File: src/rtl/lc3b_type.sv
// ============================================================================
//  Module      : lc3b_type (package)
//  Description : Shared LC-3b types. Carries the branch target buffer field
//                types, the update-request record buffered by btb_update and
//                the two-bit saturating predictor step function.
//  Revision    : 1.0  initial BTB update slice
// ============================================================================
`default_nettype none

package lc3b_type;

    typedef logic [15:0] lc3b_word;

    typedef logic [2:0]  lc3b_btb_index;
    typedef logic [11:0] lc3b_btb_tag;
    typedef logic [1:0]  lc3b_btb_pred;
    typedef logic [2:0]  lc3b_btb_lru;

    // Weakly-taken: a freshly allocated entry predicts taken but flips
    // after a single not-taken outcome.
    localparam lc3b_btb_pred BTB_PRED_INIT = 2'b10;

    // One resolved-branch update, already split into set index and tag.
    typedef struct packed {
        lc3b_btb_tag   tag;
        lc3b_btb_index index;
        lc3b_word      target;
        logic          taken;
    } btb_upd_entry_t;

    // Two-bit saturating counter step.
    function automatic lc3b_btb_pred btb_pred_next(input lc3b_btb_pred p,
                                                   input logic         taken);
        if (taken) begin
            return (p == 2'b11) ? p : p + 2'd1;
        end
        return (p == 2'b00) ? p : p - 2'd1;
    endfunction

endpackage

`default_nettype wire

File: src/rtl/btb_update_if.sv
// ============================================================================
//  Module      : btb_update_if
//  Description : Resolved-branch update handshake from execute to the BTB
//                update engine. A request transfers when upd_valid and
//                upd_ready are both high on a rising clock edge.
//  Ports       : upd_valid, upd_pc, upd_target, upd_taken (master -> slave)
//                upd_ready (slave -> master)
//  Revision    : 1.0  initial BTB update slice
// ============================================================================
`default_nettype none

interface btb_update_if;
    import lc3b_type::*;

    logic     upd_valid;
    lc3b_word upd_pc;
    lc3b_word upd_target;
    logic     upd_taken;
    logic     upd_ready;

    modport master (
        output upd_valid,
        output upd_pc,
        output upd_target,
        output upd_taken,
        input  upd_ready
    );

    modport slave (
        input  upd_valid,
        input  upd_pc,
        input  upd_target,
        input  upd_taken,
        output upd_ready
    );

endinterface

`default_nettype wire

File: src/rtl/btb_plru.sv
// ============================================================================
//  Module      : btb_plru
//  Description : Combinational tree pseudo-LRU for a 4-way set. Produces the
//                replacement victim for the current state and the state after
//                touching a given way. Used by both lookup and update paths.
//                Bit map: lru[0]=b0 (root), lru[1]=b1 (ways 0/1),
//                lru[2]=b2 (ways 2/3).
//  Ports       : lru      in  current PLRU bits of the set
//                way      in  way being touched
//                victim   out way to replace next
//                next_lru out PLRU bits after touching 'way'
//  Revision    : 1.0  initial BTB update slice
// ============================================================================
`default_nettype none

module btb_plru
    import lc3b_type::*;
(
    input  lc3b_btb_lru lru,
    input  logic [1:0]  way,
    output logic [1:0]  victim,
    output lc3b_btb_lru next_lru
);

    always_comb begin
        if (lru[0]) begin
            victim = lru[2] ? 2'd3 : 2'd2;
        end else begin
            victim = lru[1] ? 2'd1 : 2'd0;
        end
    end

    // Touching a way points the root at the opposite half and the leaf bit
    // at the sibling; the other half's leaf bit is left alone.
    always_comb begin
        next_lru = lru;
        if (!way[1]) begin
            next_lru[0] = 1'b1;
            next_lru[1] = (way == 2'd0);
        end else begin
            next_lru[0] = 1'b0;
            next_lru[2] = (way == 2'd2);
        end
    end

endmodule

`default_nettype wire

File: src/rtl/btb_update.sv
// ============================================================================
//  Module      : btb_update
//  Description : BTB update engine. Buffers resolved-branch updates in a
//                2-entry FIFO and retires each with a READ (fetch set state)
//                followed by a WRITE (single-entry write + PLRU update).
//  Ports       : clk, rst           clock, asynchronous active-high reset
//                upd (slave)        update request handshake
//                rd_index           set index to storage read port
//                rd_tag/valid/pred/lru  set contents for rd_index
//                wr_en, wr_index, wr_way, wr_tag, wr_target, wr_pred
//                                   single-entry storage write
//                wr_lru_en, wr_lru  PLRU write for wr_index
//                busy               work pending or in progress
//  Revision    : 1.0  initial BTB update slice
// ============================================================================
`default_nettype none

module btb_update
    import lc3b_type::*;
#(
    parameter int WAYS = 4,
    parameter int SETS = 8
)(
    input  logic                      clk,
    input  logic                      rst,

    btb_update_if.slave               upd,

    output logic [$clog2(SETS)-1:0]   rd_index,
    input  lc3b_btb_tag [WAYS-1:0]    rd_tag,
    input  logic        [WAYS-1:0]    rd_valid,
    input  lc3b_btb_pred [WAYS-1:0]   rd_pred,
    input  lc3b_btb_lru               rd_lru,

    output logic                      wr_en,
    output logic [$clog2(SETS)-1:0]   wr_index,
    output logic [1:0]                wr_way,
    output lc3b_btb_tag               wr_tag,
    output lc3b_word                  wr_target,
    output lc3b_btb_pred              wr_pred,

    output logic                      wr_lru_en,
    output lc3b_btb_lru               wr_lru,

    output logic                      busy
);

    localparam logic [1:0] ST_IDLE  = 2'd0;
    localparam logic [1:0] ST_READ  = 2'd1;
    localparam logic [1:0] ST_WRITE = 2'd2;

    // ------------------------------------------------------------------
    // Request FIFO
    // ------------------------------------------------------------------
    btb_upd_entry_t r_fifo [2];
    logic           r_rd_ptr;
    logic           r_wr_ptr;
    logic [1:0]     r_count;
    logic [1:0]     r_state;

    logic           w_full;
    logic           w_push;
    logic           w_pop;
    logic [1:0]     w_count_nxt;
    btb_upd_entry_t w_new;
    btb_upd_entry_t w_head;
    logic           w_unused_pc0;

    // pc[0] is always zero for LC-3b instruction addresses.
    assign w_unused_pc0 = upd.upd_pc[0];

    assign w_full        = (r_count == 2'd2);
    // Readiness depends only on current occupancy, so a pop in the same
    // cycle never lets a third request in.
    assign upd.upd_ready = ~rst & ~w_full;
    assign w_push        = upd.upd_valid & upd.upd_ready;
    assign w_pop         = (r_state == ST_WRITE);
    assign w_count_nxt   = r_count + {1'b0, w_push} - {1'b0, w_pop};

    assign w_new.tag    = upd.upd_pc[15:4];
    assign w_new.index  = upd.upd_pc[3:1];
    assign w_new.target = upd.upd_target;
    assign w_new.taken  = upd.upd_taken;

    assign w_head = r_fifo[r_rd_ptr];

    always_ff @(posedge clk or posedge rst) begin
        if (rst) begin
            r_fifo[0] <= '0;
            r_fifo[1] <= '0;
            r_rd_ptr  <= 1'b0;
            r_wr_ptr  <= 1'b0;
            r_count   <= 2'd0;
        end else begin
            if (w_push) begin
                r_fifo[r_wr_ptr] <= w_new;
                r_wr_ptr         <= ~r_wr_ptr;
            end
            if (w_pop) begin
                r_rd_ptr <= ~r_rd_ptr;
            end
            r_count <= w_count_nxt;
        end
    end

    // ------------------------------------------------------------------
    // Sequencer
    // ------------------------------------------------------------------
    logic [1:0] w_state_nxt;

    always_comb begin
        w_state_nxt = r_state;
        case (r_state)
            ST_IDLE:  if (r_count != 2'd0) w_state_nxt = ST_READ;
            ST_READ:  w_state_nxt = ST_WRITE;
            ST_WRITE: w_state_nxt = (w_count_nxt != 2'd0) ? ST_READ : ST_IDLE;
            default:  w_state_nxt = ST_IDLE;
        endcase
    end

    always_ff @(posedge clk or posedge rst) begin
        if (rst) begin
            r_state <= ST_IDLE;
        end else begin
            r_state <= w_state_nxt;
        end
    end

    assign busy = (r_count != 2'd0) || (r_state != ST_IDLE);

    // ------------------------------------------------------------------
    // READ: look up the head's set and capture everything WRITE needs
    // ------------------------------------------------------------------
    logic        w_hit;
    logic [1:0]  w_hit_way;

    assign rd_index = (r_state == ST_READ) ? w_head.index : '0;

    // Scan from the top so the lowest matching way wins.
    always_comb begin
        w_hit     = 1'b0;
        w_hit_way = 2'd0;
        for (int w = WAYS - 1; w >= 0; w--) begin
            if (rd_valid[w] && (rd_tag[w] == w_head.tag)) begin
                w_hit     = 1'b1;
                w_hit_way = 2'(w);
            end
        end
    end

    logic              r_hit;
    logic [1:0]        r_hit_way;
    lc3b_btb_pred      r_hit_pred;
    logic [WAYS-1:0]   r_valid;
    lc3b_btb_lru       r_lru;

    always_ff @(posedge clk or posedge rst) begin
        if (rst) begin
            r_hit      <= 1'b0;
            r_hit_way  <= 2'd0;
            r_hit_pred <= 2'd0;
            r_valid    <= '0;
            r_lru      <= '0;
        end else if (r_state == ST_READ) begin
            r_hit      <= w_hit;
            r_hit_way  <= w_hit_way;
            r_hit_pred <= rd_pred[w_hit_way];
            r_valid    <= rd_valid;
            r_lru      <= rd_lru;
        end
    end

    // ------------------------------------------------------------------
    // WRITE: choose the way, compute new predictor and PLRU state
    // ------------------------------------------------------------------
    logic        w_any_invalid;
    logic [1:0]  w_first_invalid;
    logic [1:0]  w_victim;
    logic [1:0]  w_way;
    lc3b_btb_lru w_lru_nxt;
    logic        w_do_write;

    always_comb begin
        w_any_invalid   = 1'b0;
        w_first_invalid = 2'd0;
        for (int w = WAYS - 1; w >= 0; w--) begin
            if (!r_valid[w]) begin
                w_any_invalid   = 1'b1;
                w_first_invalid = 2'(w);
            end
        end
    end

    assign w_way = r_hit         ? r_hit_way       :
                   w_any_invalid ? w_first_invalid : w_victim;

    btb_plru u_plru (
        .lru      (r_lru),
        .way      (w_way),
        .victim   (w_victim),
        .next_lru (w_lru_nxt)
    );

    // A not-taken branch that misses is not worth a BTB entry.
    assign w_do_write = (r_state == ST_WRITE) && (r_hit || w_head.taken);

    always_comb begin
        wr_en     = 1'b0;
        wr_index  = '0;
        wr_way    = 2'd0;
        wr_tag    = '0;
        wr_target = '0;
        wr_pred   = 2'd0;
        wr_lru_en = 1'b0;
        wr_lru    = '0;
        if (w_do_write) begin
            wr_en     = 1'b1;
            wr_index  = w_head.index;
            wr_way    = w_way;
            wr_tag    = w_head.tag;
            wr_target = w_head.target;
            wr_pred   = r_hit ? btb_pred_next(r_hit_pred, w_head.taken)
                              : BTB_PRED_INIT;
            wr_lru_en = 1'b1;
            wr_lru    = w_lru_nxt;
        end
    end

endmodule

`default_nettype wire

File: src/flat_wrapper.sv
// flat-port wrapper written by rule: the top's interface ports become plain ports
module btb_update_flat import lc3b_type::*;
#(
    parameter int WAYS = 4,
    parameter int SETS = 8
)
  (clk, rst, rd_index, rd_tag, rd_valid, rd_pred, rd_lru, wr_en, wr_index, wr_way, wr_tag, wr_target, wr_pred, wr_lru_en, wr_lru, busy, upd_upd_valid, upd_upd_pc, upd_upd_target, upd_upd_taken, upd_upd_ready);
  btb_update_if upd_i ();
  input  logic clk;
  input  logic rst;
  output logic [$clog2(SETS)-1:0] rd_index;
  input  lc3b_btb_tag [WAYS-1:0] rd_tag;
  input  logic        [WAYS-1:0] rd_valid;
  input  lc3b_btb_pred [WAYS-1:0] rd_pred;
  input  lc3b_btb_lru rd_lru;
  output logic wr_en;
  output logic [$clog2(SETS)-1:0] wr_index;
  output logic [1:0] wr_way;
  output lc3b_btb_tag wr_tag;
  output lc3b_word wr_target;
  output lc3b_btb_pred wr_pred;
  output logic wr_lru_en;
  output lc3b_btb_lru wr_lru;
  output logic busy;
  input wire logic [$bits(upd_i.upd_valid)-1:0] upd_upd_valid;
  input wire logic [$bits(upd_i.upd_pc)-1:0] upd_upd_pc;
  input wire logic [$bits(upd_i.upd_target)-1:0] upd_upd_target;
  input wire logic [$bits(upd_i.upd_taken)-1:0] upd_upd_taken;
  output wire logic [$bits(upd_i.upd_ready)-1:0] upd_upd_ready;
  assign upd_i.upd_valid = upd_upd_valid;
  assign upd_i.upd_pc = upd_upd_pc;
  assign upd_i.upd_target = upd_upd_target;
  assign upd_i.upd_taken = upd_upd_taken;
  assign upd_upd_ready = upd_i.upd_ready;
  btb_update #(.WAYS(WAYS), .SETS(SETS)) u_core (.clk(clk), .rst(rst), .upd(upd_i), .rd_index(rd_index), .rd_tag(rd_tag), .rd_valid(rd_valid), .rd_pred(rd_pred), .rd_lru(rd_lru), .wr_en(wr_en), .wr_index(wr_index), .wr_way(wr_way), .wr_tag(wr_tag), .wr_target(wr_target), .wr_pred(wr_pred), .wr_lru_en(wr_lru_en), .wr_lru(wr_lru), .busy(busy));
endmodule
File: config.mk
export PLATFORM = sky130hd
export DESIGN_NAME = btb_update_flat
export DESIGN_NICKNAME = d
export VERILOG_FILES = /design/src/rtl/lc3b_type.sv /design/src/rtl/btb_update_if.sv /design/src/rtl/btb_plru.sv /design/src/rtl/btb_update.sv /design/src/flat_wrapper.sv
export SDC_FILE = /design/constraint.sdc
export NUM_CORES = 1
export LEC_CHECK = 0
export CORE_MARGIN = 10
export CORE_UTILIZATION = 41
export CTS_CLUSTER_DIAMETER = 150
export DETAILED_ROUTE_END_ITERATION = 10
export PLACE_DENSITY = 0.73
export SETUP_SLACK_MARGIN = 0.1
export SYNTH_ARGS = -nofsm -noshare
export SYNTH_HDL_FRONTEND = slang
export SYNTH_SLANG_ARGS = --single-unit
File: constraint.sdc
create_clock -name clk -period 2.8 [get_ports clk]
set_input_delay 0.28 -clock clk [delete_from_list [all_inputs] [get_ports clk]]
set_output_delay 0.28 -clock clk [all_outputs]
set_load 0.02 [all_outputs]
* After elaboration in Yosys (flattened, before gate mapping)
Cells that the tools add are included. Widths: inputs -> output; s select.
Operators by class: add/subtract/negate cells 4, magnitude comparators 4, equality and inequality tests 10, mux-type cells 50, bitwise gates (word level) 8, reductions and logical operators 14
Operators by type and width (number):
- $mux 32 | 4
- $bwmux 64 | 1
- $eq 12x12->1 | 4
- $mux 2 | 20
- $demux 32 s1 | 1
- $mux 1 | 17
- $mux 16 | 1
- $mux 12 | 1
- $mux 3 | 3
- $eq 2x2->1 const B | 4
- $logic_and 1x1->1 | 6
- $logic_not 2->1 | 3
- $pmux 2 s3 | 1
- $reduce_bool 2->1 | 3
- $bmux 2 s2 | 1
- $ge 2x2->1 const B | 2
- $not 1->1 | 4
- $not 1->2 | 2
- $lt 2x3->1 const B | 1
- $add 2x1->2 | 1
- $add 2x1->2 const B | 1
- $and 1x1->1 | 2
- $eq 2x1->1 const B | 1
- $logic_or 1x1->1 | 2
- other kinds (4) | 4
Word-level totals: flip-flop bits (word level) 82, input port bits 99, output and inout bits 45, word-level logic and storage cells 107

* Longest topological paths before layout
depth in word-level cells 12, mapped depth 10

* Hierarchy
A second synthesis with hierarchy kept.
Unflattened totals: cell total of the unflattened synthesis 394, area total of the unflattened synthesis 4434.3 sq um
By module, submodules not included:
- btb_update | times used 1, cells an instance 386, area each 4391.7 sq um
- btb_plru | times used 1, cells an instance 8, area each 42.5 sq um

* Least setup slack after synthesis
OpenSTA, ideal clock, no wires.
path kind reg-to-reg, from register u_core.r_rd_ptr, to register u_core.r_hit_pred[0], arrival time 2.439 ns, data required time 2.680 ns, setup slack 0.241 ns, cell stages (with the launch flop) 11, path buffers 2, cell sequence dfrtp_1 -> buf_6 -> buf_12 -> mux2i_4 -> xor2_1 -> nand3_1 -> or4_4 -> nor2b_4 -> o21ai_4 -> mux2_4 -> a2bb2oi_2
Between the ends: cells in the longest elaborated chain, start to end 12, elaborated cells between the ends (all ways) 18
Ends and longest elaborated chain:
- start: declaration | line btb_update.sv:56 | logic r_rd_ptr;
- start signal: assignment | line btb_update.sv:100 | r_rd_ptr <= ~r_rd_ptr;
- $not 1->2 (implied by the code) * | line btb_update.sv:85 | assign w_head = r_fifo[r_rd_ptr];
- $mux 32 (implied by the code) * (3 in a row) | line btb_update.sv:85
- $eq 12x12->1 | line btb_update.sv:144 | if (rd_valid[w] && (rd_tag[w] == w_head.tag)) begin
- $logic_and 1x1->1 | line btb_update.sv:144
- $mux 2 (3 in a row) | line btb_update.sv:144
- $mux 2 * | line btb_update.sv:144
- $bmux 2 s2 * | line btb_update.sv:167 | r_hit_pred <= rd_pred[w_hit_way];
- $mux 2 (implied by the code) * | line btb_update.sv:167
- end signal: assignment | line btb_update.sv:167
- end: declaration | line btb_update.sv:153 | lc3b_btb_pred r_hit_pred;
Mark *: on every way between the ends. The rest lies on a longest branch, timed or not. The select of a mux whose other input is x is not followed. A chain may end at the register's enable or synchronous reset.

* Worst setup path after layout
Same ends and word-level chain as after synthesis.

==> summary.md <==
| Metric | Value |
|---|---|
| Top cells by count, synth | 82 x dfrtp_1, 65 x mux2_2, 41 x nor2_1, 41 x xor2_1, 34 x nand2_1 |
| Mapped Area | 0.004487 sq mm |
| Ratio of cells with drive above 1 in the final layout | 0.2567 |
| Layout Skew | 7.655 ps |
| Mean Syn Cell Area | 11.59 sq um |
| Layout Utilization | 0.6209 |
| Grt total ovfl | 0 |
| Mux cell area share after synthesis | 0.2683 |
| Busiest grt layer | met2 |
| Core ar. | between 0.01 and 0.015 sq mm |
| Max Slew Vio Count | 0 |
| Simple-gate share of the synthesized area | 0.1007 |
| CTS tree | built |
| Largest net degree at the start of global routing | 45 |
| DR DRC count | 0 |
| Hold_ws | roughly 180 ps |
| HPWL Detailed | 9926 um |
| Die height | approximately 120 um |
| Synth area leader | dfrtp_1 |
| Top FF cell, synth | dfrtp_1 |
| # rows | 38 |
| Buf+Inv Stages, Crit Path | 3 |
| Clk slew on worst S/H paths | 80 ps |
| Syn nets | 488 |
| Register bit total from synthesis | slightly above 80 |
| Vias per cell | 4.967 |
| Post-layout min period | 2742 ps |
| FMAX | 364.7 MHz |
| Detailed Route Iter0 Violations | about 180 |
| H-Tree Depth | 3 |
| Worst-Skew Late Latency | 370 ps |
| Cells after Synth | 387 |
| Io pins | 144 |
| Critical Path Fanout Max | 5 |
| Drt first pass iters | 4 |
| Final ANT Viol Nets | 0 |
| Slew Limit Headroom | 0.6244 |
| Critical path arrival | 3000 ps |
| Total track usage | 0.1650 |
| Ys Warns | 0 |
| Critical path, cell by cell | buf_12 -> buf_16 -> mux2i_4 -> buf_4 -> xor2_1 -> nand4_1 -> or4_4 -> nor2b_4 -> o21ai_4 -> mux2_4 -> a2bb2oi_2 |
| Area growth syn-to-layout | 49.36% |
| Required @ worst endpoint | about 3000 ps |
| Slowest stage delay, CP | 520 ps |
| Final net count | about 660 |
| Max-cap violation count | 0 |
| Port buffer count | between 100 and 150 |
| Maximum resistive drop on vdd | approximately 0.00063 V |
| Worst slew pin tran | 563.4 ps |
| Adder-Cell Fraction of Synth Area | 0.007808 |
| Netlist cell types | 40 |
| Avg WL per Cell | 18.39 um |
| Ant diodes | 0 |
| CTS Root Cell | clkbuf_8 |
| P per Cell Area | 1010 mW/mm^2 |
| Fin crit share | 0.9792 |
| Critical path depth | 11 |
| Post-synthesis xor/xnor area fraction | 0.1015 |
| Asr flop ratio synth | 1.000 |
| Maximum root-to-sink buffer count | 2 |
| Slowest stage cell, crit path | or4_4 |
| Die extent in x | between 100 and 150 um |
| Initial Util | 0.4157 |
| DR vias | 3482 |
| Critical path launch point type | flip-flop |
| R2r worst-path depth | 11 |
| Number of global-route vias before repair | ~3800 |
| Synth top area share | 0.4573 |
| Unrepaired setup endpoints after global routing | true |
| Fin. Hold Viols | 0 |
| Register area share after synthesis | 0.4573 |
| Status | complete, no violations |
| # clock sinks | 82 |
| CTS buffer count | 9 |
| Area contributors post-synth | dfrtp_1 46%, mux2_2 16%, xor2_1 8.0% |
| Static Leak | 3.531 nW |
| Initial antenna violation count | 0 |
| Most frequent cell after synthesis | dfrtp_1 |
| Crit path kind | reg2reg |
| Die area | 0.01553 sq mm |
| Number of synthesized flops with an enable pin | 0 |
| First-pass GRT wire length | slightly above 20000 um |
| Combinational family with the most area after synthesis | multiplexers |
| Global routing usage on met3 | 0.03915 |
| Layout fillers | 897 |
| CP top delay family | simple AND/OR/NAND/NOR gates |
| Routability cong. | 0.8847 |
| Final WL | 12890 um |
| GRT met1 Usage | 0.1837 |
| Setup violators final | 0 |
| CP Capture Type | flip-flop |
| Grt met2 use | 0.2965 |
| Worst Hold Class | in2async |
| Compound-Gate Fraction of Synth Area | 0.03235 |
[final timing paths]
path                       slack (ps)                          start                          endpoint
min                               180                            rst       u_core.r_lru[2]$_DFFE_PP0N_
min in group clk                  460                      rd_lru[2]       u_core.r_lru[2]$_DFFE_PP0N_
max                                60    u_core.r_rd_ptr$_DFFE_PP0P_  u_core.r_hit_pred[0]$_DFFE_PP0N_
min reg2reg                       510  u_core.r_fifo[10]$_DFFE_PP0P_     u_core.r_fifo[10]$_DFFE_PP0P_
max reg2reg                        60    u_core.r_rd_ptr$_DFFE_PP0P_  u_core.r_hit_pred[0]$_DFFE_PP0N_
max in group asynchronous        1820                            rst       u_core.r_rd_ptr$_DFFE_PP0P_
[layout make-up]
cell class                      count  area [sq um]  area share
Multi-Input combinational cell    274          2361      0.3523
Sequential cell                    82          2053      0.3064
Timing Repair Buffer              175          1848      0.2758
Tap cell                          140         175.2     0.02614
Clock buffer                        9         123.9     0.01848
Clock inverter                      6         82.58     0.01232
Inverter                           15         57.56    0.008588
[per-layer routing]
| layer | vias up | part of all wire | wire length, um |
|---|---|---|---|
| met4 | 0 | 0.016 | 209 |
| li1 | 1655 | - | - |
| met1 | 1740 | 0.40 | 5211 |
| met2 | 71 | 0.54 | 6927 |
| met3 | 16 | 0.042 | 540 |
| met5 | - | 0 | 0 |
[cells by family after synthesis]
family / Yosys count
mux: 101
fa+ha+maj: 3
simple gates: 98
xor+xnor: 52
compound gates: 20
flops: 82
buf+inv: 31
[cell usage in the layout (no fill, tap or decap), drive strengths merged, types with 2 or more instances in the layout]
master           n
clkdlybuf4s50  103
dfrtp           82
mux2            66
xor2            41
nor2            41
dlymetal6s2s    38
nand2           35
mux2i           35
buf             33
inv             13
xnor2           11
clkbuf           9
nand4            9
o21ai            9
clkinv           5
a21oi            4
or4              4
nand3            3
nor2b            3
ha               2
bufinv           2
nor4             2
[metrics by stage]
stage / total power [mW] / cell area [sq um] / std cells / setup slack [ps] / TNS (ps)
floorplan: 4.421 / 4487 / 387 / 241.1 / 0
global placement: 5.477 / 6212 / 677 / 57.92 / 0
detailed placement: 5.590 / 6212 / 677 / 27.38 / 0
CTS: 6.668 / 6496 / 696 / 71.22 / 0
global route: 7.245 / 6701 / 701 / -36.21 / -61.78
finish: 6.768 / 6701 / 701 / 58.34 / 0
[report_power, final]
part | switching (mW) | internal [mW] | total [mW]
combinational | 1.69 | 1.98 | 3.67
clock | 0.436 | 0.492 | 0.928
sequential | 0.401 | 1.77 | 2.17
total | 2.53 | 4.24 | 6.77
[sequential cells by signal, summed over array words and instances, names as in the netlist, 2 cells and up]
register	flops
u_core.r_valid	4
u_core.r_lru	3
u_core.r_fifo	64
u_core.r_hit_way	2
u_core.r_state	2
u_core.r_hit_pred	2
u_core.r_count	2
[repair_timing]
item                                    4_1_cts  5_1_grt
cloned                                        1        0
hold buffers                                  0        0
pin swaps                                     3        2
endpoints found under the setup margin        2       42
buffers inserted                              3        5
gates resized for setup                       5       47
No activity file was read; power rests on OpenSTA's default activity.
